File: config.mk
export PLATFORM = sky130hd
export DESIGN_NAME = seg7_scan_driver
export DESIGN_NICKNAME = d
export VERILOG_FILES = /design/src/rtl/seg7_scan_driver.sv
export SDC_FILE = /design/constraint.sdc
export NUM_CORES = 1
export LEC_CHECK = 0
export ABC_AREA = 1
export BUFFER_PORTS_ARGS = -buffer_cell sky130_fd_sc_hd__buf_2
export CAP_MARGIN = 40
export CORE_AREA = 2 2 86 88
export CTS_CLUSTER_DIAMETER = 150
export DETAILED_ROUTE_END_ITERATION = 12
export DIE_AREA = 0 0 88 90
export GPL_ROUTABILITY_DRIVEN = 0
export PLACE_DENSITY = 0.67
export SLEW_MARGIN = 20
export SYNTH_ARGS = -nofsm -noshare
export SYNTH_HDL_FRONTEND = slang
export SYNTH_SLANG_ARGS = --single-unit
File: constraint.sdc
create_clock -name clk -period 3.4 [get_ports clk]
set_clock_uncertainty 0.2 [all_clocks]
set_input_delay 0.17 -clock clk [delete_from_list [all_inputs] [get_ports clk]]
set_output_delay 0.17 -clock clk [all_outputs]
set_load 0.02 [all_outputs]
File: src/rtl/seg7_scan_driver.sv
`default_nettype none
// ============================================================================
//  Module      : seg7_scan_driver
//  Description : 4-digit multiplexed 7-segment driver. Scans digits with an
//                internal prescaler, latches a new 16-bit frame only at frame
//                boundaries (tear-free), and blanks anodes at the start of each
//                digit slot to suppress ghosting. Outputs are registered.
//  Revision    : 1.0  initial release
// ============================================================================
module seg7_scan_driver #(
    parameter int SCAN_DIV   = 100000,  // clk cycles per digit slot (>= 2)
    parameter int BLANK      = 16,      // blanked cycles at start of slot (< SCAN_DIV)
    parameter int ACTIVE_LOW = 1        // 1: an/seg/dp active-low
) (
    input  logic        clk,
    input  logic        rst,
    input  logic [15:0] dataBus,
    input  logic        en,
    output logic [3:0]  an,
    output logic [6:0]  seg,
    output logic        dp
);

    localparam int             CNT_W    = (SCAN_DIV > 2) ? $clog2(SCAN_DIV) : 1;
    localparam logic [CNT_W-1:0] CNT_LAST = CNT_W'(SCAN_DIV - 1);
    localparam logic           POL      = (ACTIVE_LOW != 0);
    localparam logic [3:0]     AN_OFF   = {4{POL}};
    localparam logic [6:0]     SEG_OFF  = {7{POL}};

    logic [CNT_W-1:0] cnt_q, cnt_d;
    logic [1:0]       idx_q, idx_d;
    logic [15:0]      samp_q;
    logic [15:0]      shadow_q, shadow_d;
    logic [3:0]       an_q, an_d;
    logic [6:0]       seg_q, seg_d;

    logic             tick;
    logic             stable;
    logic             visible;
    logic [3:0]       nibble;

    // Hex digit to active-high gfedcba segment pattern.
    function automatic logic [6:0] hex_decode(input logic [3:0] h);
        logic [6:0] s;
        case (h)
            4'h0: s = 7'h3F;
            4'h1: s = 7'h06;
            4'h2: s = 7'h5B;
            4'h3: s = 7'h4F;
            4'h4: s = 7'h66;
            4'h5: s = 7'h6D;
            4'h6: s = 7'h7D;
            4'h7: s = 7'h07;
            4'h8: s = 7'h7F;
            4'h9: s = 7'h6F;
            4'hA: s = 7'h77;
            4'hB: s = 7'h7C;
            4'hC: s = 7'h39;
            4'hD: s = 7'h5E;
            4'hE: s = 7'h79;
            default: s = 7'h71;
        endcase
        return s;
    endfunction

    assign tick   = (cnt_q == CNT_LAST);
    // Two consecutive equal samples of the foreign-domain bus count as settled.
    assign stable = (samp_q == dataBus);

    // With no blanking window the slot is visible from its first cycle.
    generate
        if (BLANK == 0) begin : g_no_blank
            assign visible = en;
        end else begin : g_blank
            assign visible = en && (cnt_q >= CNT_W'(BLANK));
        end
    endgenerate

    // Select the nibble for the current digit slot; idx 0 is the rightmost.
    always_comb begin
        nibble = 4'h0;
        case (idx_q)
            2'd0:    nibble = shadow_q[3:0];
            2'd1:    nibble = shadow_q[7:4];
            2'd2:    nibble = shadow_q[11:8];
            default: nibble = shadow_q[15:12];
        endcase
    end

    // Next-state: prescaler, digit index, frame latch and output patterns.
    always_comb begin
        cnt_d    = tick ? '0 : cnt_q + 1'b1;
        idx_d    = tick ? idx_q + 2'd1 : idx_q;
        // A torn sample at the boundary is skipped; the next frame retries.
        shadow_d = (tick && (idx_q == 2'd3) && stable) ? samp_q : shadow_q;
        an_d     = AN_OFF;
        seg_d    = SEG_OFF;
        if (visible) begin
            an_d  = (4'b0001 << idx_q) ^ AN_OFF;
            seg_d = hex_decode(nibble) ^ SEG_OFF;
        end
    end

    // State and output registers; reset forces the display fully off.
    always_ff @(posedge clk or posedge rst) begin
        if (rst) begin
            cnt_q    <= '0;
            idx_q    <= 2'd0;
            samp_q   <= 16'h0000;
            shadow_q <= 16'h0000;
            an_q     <= AN_OFF;
            seg_q    <= SEG_OFF;
        end else begin
            cnt_q    <= cnt_d;
            idx_q    <= idx_d;
            samp_q   <= dataBus;
            shadow_q <= shadow_d;
            an_q     <= an_d;
            seg_q    <= seg_d;
        end
    end

    assign an  = an_q;
    assign seg = seg_q;
    assign dp  = POL;

endmodule
`default_nettype wire

==> summary.md <==
| Metric | Value |
|---|---|
| Num CTS Buffers | `9` |
| P_leak | `~2.2 nW` |
| Post-CTS resize count | `0` |
| Dominant synthesized flop cell | `dfrtp_1` |
| Area Overhead vs Synth | `18.68%` |
| Worst hold-check path type | `in -> async` |
| CP Cell Sequence | `inv_1 > ha_1 > nand2_1 > nand2_1 > o22ai_1 > inv_1 > ha_1 > inv_1 > nand2_1 > nand2_1 > nand2_1 > nand2_1` |
| Adder-Cell Fraction of Synth Area | `0.04799` |
| Post-Place Cells | `roughly 570` |
| CP Capture Type | `register` |
| Clock latency on the worst-skew pair | `340 ps` |
| CTS max path bufs | `2` |
| FF-to-FF setup slack | `1100 ps` |
| Root buffer cell | `clkbuf_8` |
| Synth Area in Compound Gates | `0.03175` |
| Warnings from Yosys | `0` |
| Run status | `completed` |
| Worst Tran Pin Value | `557.2 ps` |
| Setup TNS | `0 ps` |
| Vias in the first global route | `2623` |
| Combinational family with the most area after synthesis | `simple AND/OR/NAND/NOR gates` |
| Hold-fix buffers at CTS | `18` |
| Most frequent CP cell | `nand2_1` |
| DRC errors left | `0` |
| Max VDD drop | `0.2378 mV` |
| Max cap viols | `0` |
| Clock transition at the registers of the reported paths | `70 ps` |
| Critical Path AT | `2360 ps` |
| Largest net degree at the start of global routing | `28` |
| Peak Freq | `435.4 MHz` |
| Antenna Cells | `0` |
| Synthesized Nets | `472` |
| Sequential cell area | `~0.0016 mm^2` |
| CTS tree | `yes` |
| NumNets Final | `about 530` |
| Iteration count of the initial detailed-routing pass | `4` |
| RSZ-0062 raised after global routing | `false` |
| Tcrit/Tclk final | `0.6755` |
| CP max FO | `6` |
| H-tree depth | `3` |
| Total setup buffers inserted after CTS | `0` |
| Post-synth EDFFs | `0` |
| Setup CP Type | `reg -> reg` |
| Worst hold margin | `between 200 and 250 ps` |
| Rows | `31` |
| Die W | `88 um` |
| Max stage delay on crit path | `approximately 400 ps` |
| Initial antenna violation count | `0` |
| Mean Syn Cell Area | `7.703 um^2` |
| Cell count after synthesis | `between 400 and 500` |
| Sequential element share of the synthesized area | `0.4618` |
| Synthesis-stage register bit count | `62` |
| Initial core utilization | `0.4828` |
| Final setup violation count | `0` |
| Final Hold Fails | `0` |
| Vias per Instance | `around 4.6` |
| Post-synthesis mux area share | `0` |
| Asr flop ratio synth | `1.000` |
| Fill cell count | `630` |
| RR Startpoint | `idx_q[0]` |
| Port Buffer Count | `29` |
| Reg-to-reg endpoint | `seg[1]` |
| Crit-path leading delay family | `adder cells` |
| Post-Synth XOR/XNOR Area | `0.02326` |
| Clock Sinks | `62` |
| Worst rel slew slack | `0.6280` |
| Die span in y | `90 um` |
| PD cells | `367.4 mW/mm^2` |
| R2R cell count | `12` |
| Global-route wire length before repair | `11.67 mm` |
| Slowest CP cell | `dfrtp_1` |
| Wirelength per Cell | `10.87 um` |
| Setup crit start kind | `register` |
| Final instance count without filler cells | `600` |
| Initial drt markers | `86` |
| Final Core Density | `0.5730` |
| GRT Total Usage | `0.1874` |
| Share of post-route cells with drive strength above 1 | `0.1756` |
| Aggregate global routing overflow | `0` |
| Final WL | `6.521 mm` |
| Synthesized area | `0.003390 mm^2` |
| Core Region | `0.007020 mm^2` |
| Via count | `roughly 2800` |
| CP bufs+invs | `3` |
| Multi-input gate area | `roughly 0.0015 mm^2` |
| Final Slew Violations | `0` |
| Min Clock Period, post-route | `2297 ps` |
| DP Wirelength | `between 4 and 5 mm` |
| Boundary pin count | `31` |
| Required @ worst endpoint | `~3500 ps` |
| Post-synthesis simple-gate area fraction | `0.3466` |
| Die area | `slightly below 0.008 mm^2` |
| Yosys cell types | `36` |
| Routed Antenna Nets | `0` |
==> per-layer routing <==
metal  GRT usage  part of all wire
met5           0                 0
met1      0.2518              0.48
met3     0.04316             0.034
met4     0.08333             0.028
met2      0.2860              0.46
==> cells by family (layout without fill, tap and decap cells) <==
family | after synthesis | in the layout
compound gates | 18 | 18
xor+xnor | 9 | 9
fa+ha+maj | 13 | 13
buf+inv | 73 | 134
flops | 62 | 62
other cells | 1 | 1
simple gates | 264 | 264
==> stage by stage <==
stage | total power, W | setup slack (ps) | area (um^2)
floorplan | 0.0008356 | 1346 | 3390
global placement | 0.0008671 | 1227 | 3636
detailed placement | 0.0008716 | 1109 | 3656
CTS | 0.001502 | 1096 | 4023
global route | 0.001553 | 868.6 | 4023
finish | 0.001478 | 1103 | 4023
==> power by group <==
part	total, W	internal [W]	switching [W]
registers	0.000764	0.000755	0.00000886
logic	0.000108	0.0000458	0.0000619
clock network	0.000606	0.000341	0.000265
==> worst max-delay path by stage <==
stage          startpoint     end  cells after the start
3_5_place_dp     idx_q[0]  seg[1]                     12
2_1_floorplan    idx_q[0]  seg[1]                     12
4_1_cts          idx_q[0]  seg[1]                     12
3_3_place_gp     idx_q[0]  seg[1]                     12
5_1_grt          idx_q[0]  seg[1]                     12
6_report         idx_q[0]  seg[1]                     12
==> tightest hold or removal path, stage by stage <==
cell and delay, ps:
dlygate4sd3_1 530, buf_2 120, inv_2 410
==> cell usage after synthesis, types with 4 or more instances <==
library cell / instances / area [um^2]
nor2_1: 38 / 142.6
xor2_1: 7 / 61.31
nand4_1: 4 / 25.02
o21ai_0: 4 / 20.02
nand2_1: 161 / 604.3
dfstp_2: 11 / 289.0
nand3_1: 35 / 175.2
nor3_1: 4 / 20.02
a21oi_1: 5 / 25.02
inv_2: 10 / 37.54
nor2_2: 11 / 68.82
inv_1: 58 / 217.7
ha_1: 13 / 162.7
dfrtp_1: 51 / 1276
==> placed cells by master (no fill, tap or decap), types with 2 or more instances in the layout <==
| cell type | instances |
|---|---|
| clkbuf_8 | 13 |
| xor2_1 | 7 |
| nand3_4 | 2 |
| clkbuf_1 | 2 |
| dlygate4sd3_1 | 18 |
| dfrtp_1 | 51 |
| o21ai_0 | 4 |
| nor2_1 | 38 |
| buf_2 | 29 |
| nand3_1 | 35 |
| nor2_4 | 2 |
| o21ai_1 | 2 |
| nand4_1 | 4 |
| nor2_2 | 11 |
| xnor2_1 | 2 |
| nor3_1 | 4 |
| ha_1 | 13 |
| nand2_1 | 161 |
| inv_1 | 57 |
| dfstp_2 | 11 |
| buf_4 | 2 |
| a21oi_1 | 5 |
| inv_2 | 11 |
==> registers in the layout, indices dropped and copies added (netlist names) <==
| signal | flops |
|---|---|
| an | 4 |
| idx_q | 2 |
| shadow_q | 16 |
| seg | 7 |
| samp_q | 16 |
| cnt_q | 17 |
==> final cells by class <==
type,count,area share
clock buffer,15,0.04635
tap,99,0.03079
multi-input combinational,305,0.3798
sequential,62,0.3891
inverter,69,0.06439
timing repair buffer,50,0.08958
No activity file was read; power rests on OpenSTA's default activity.
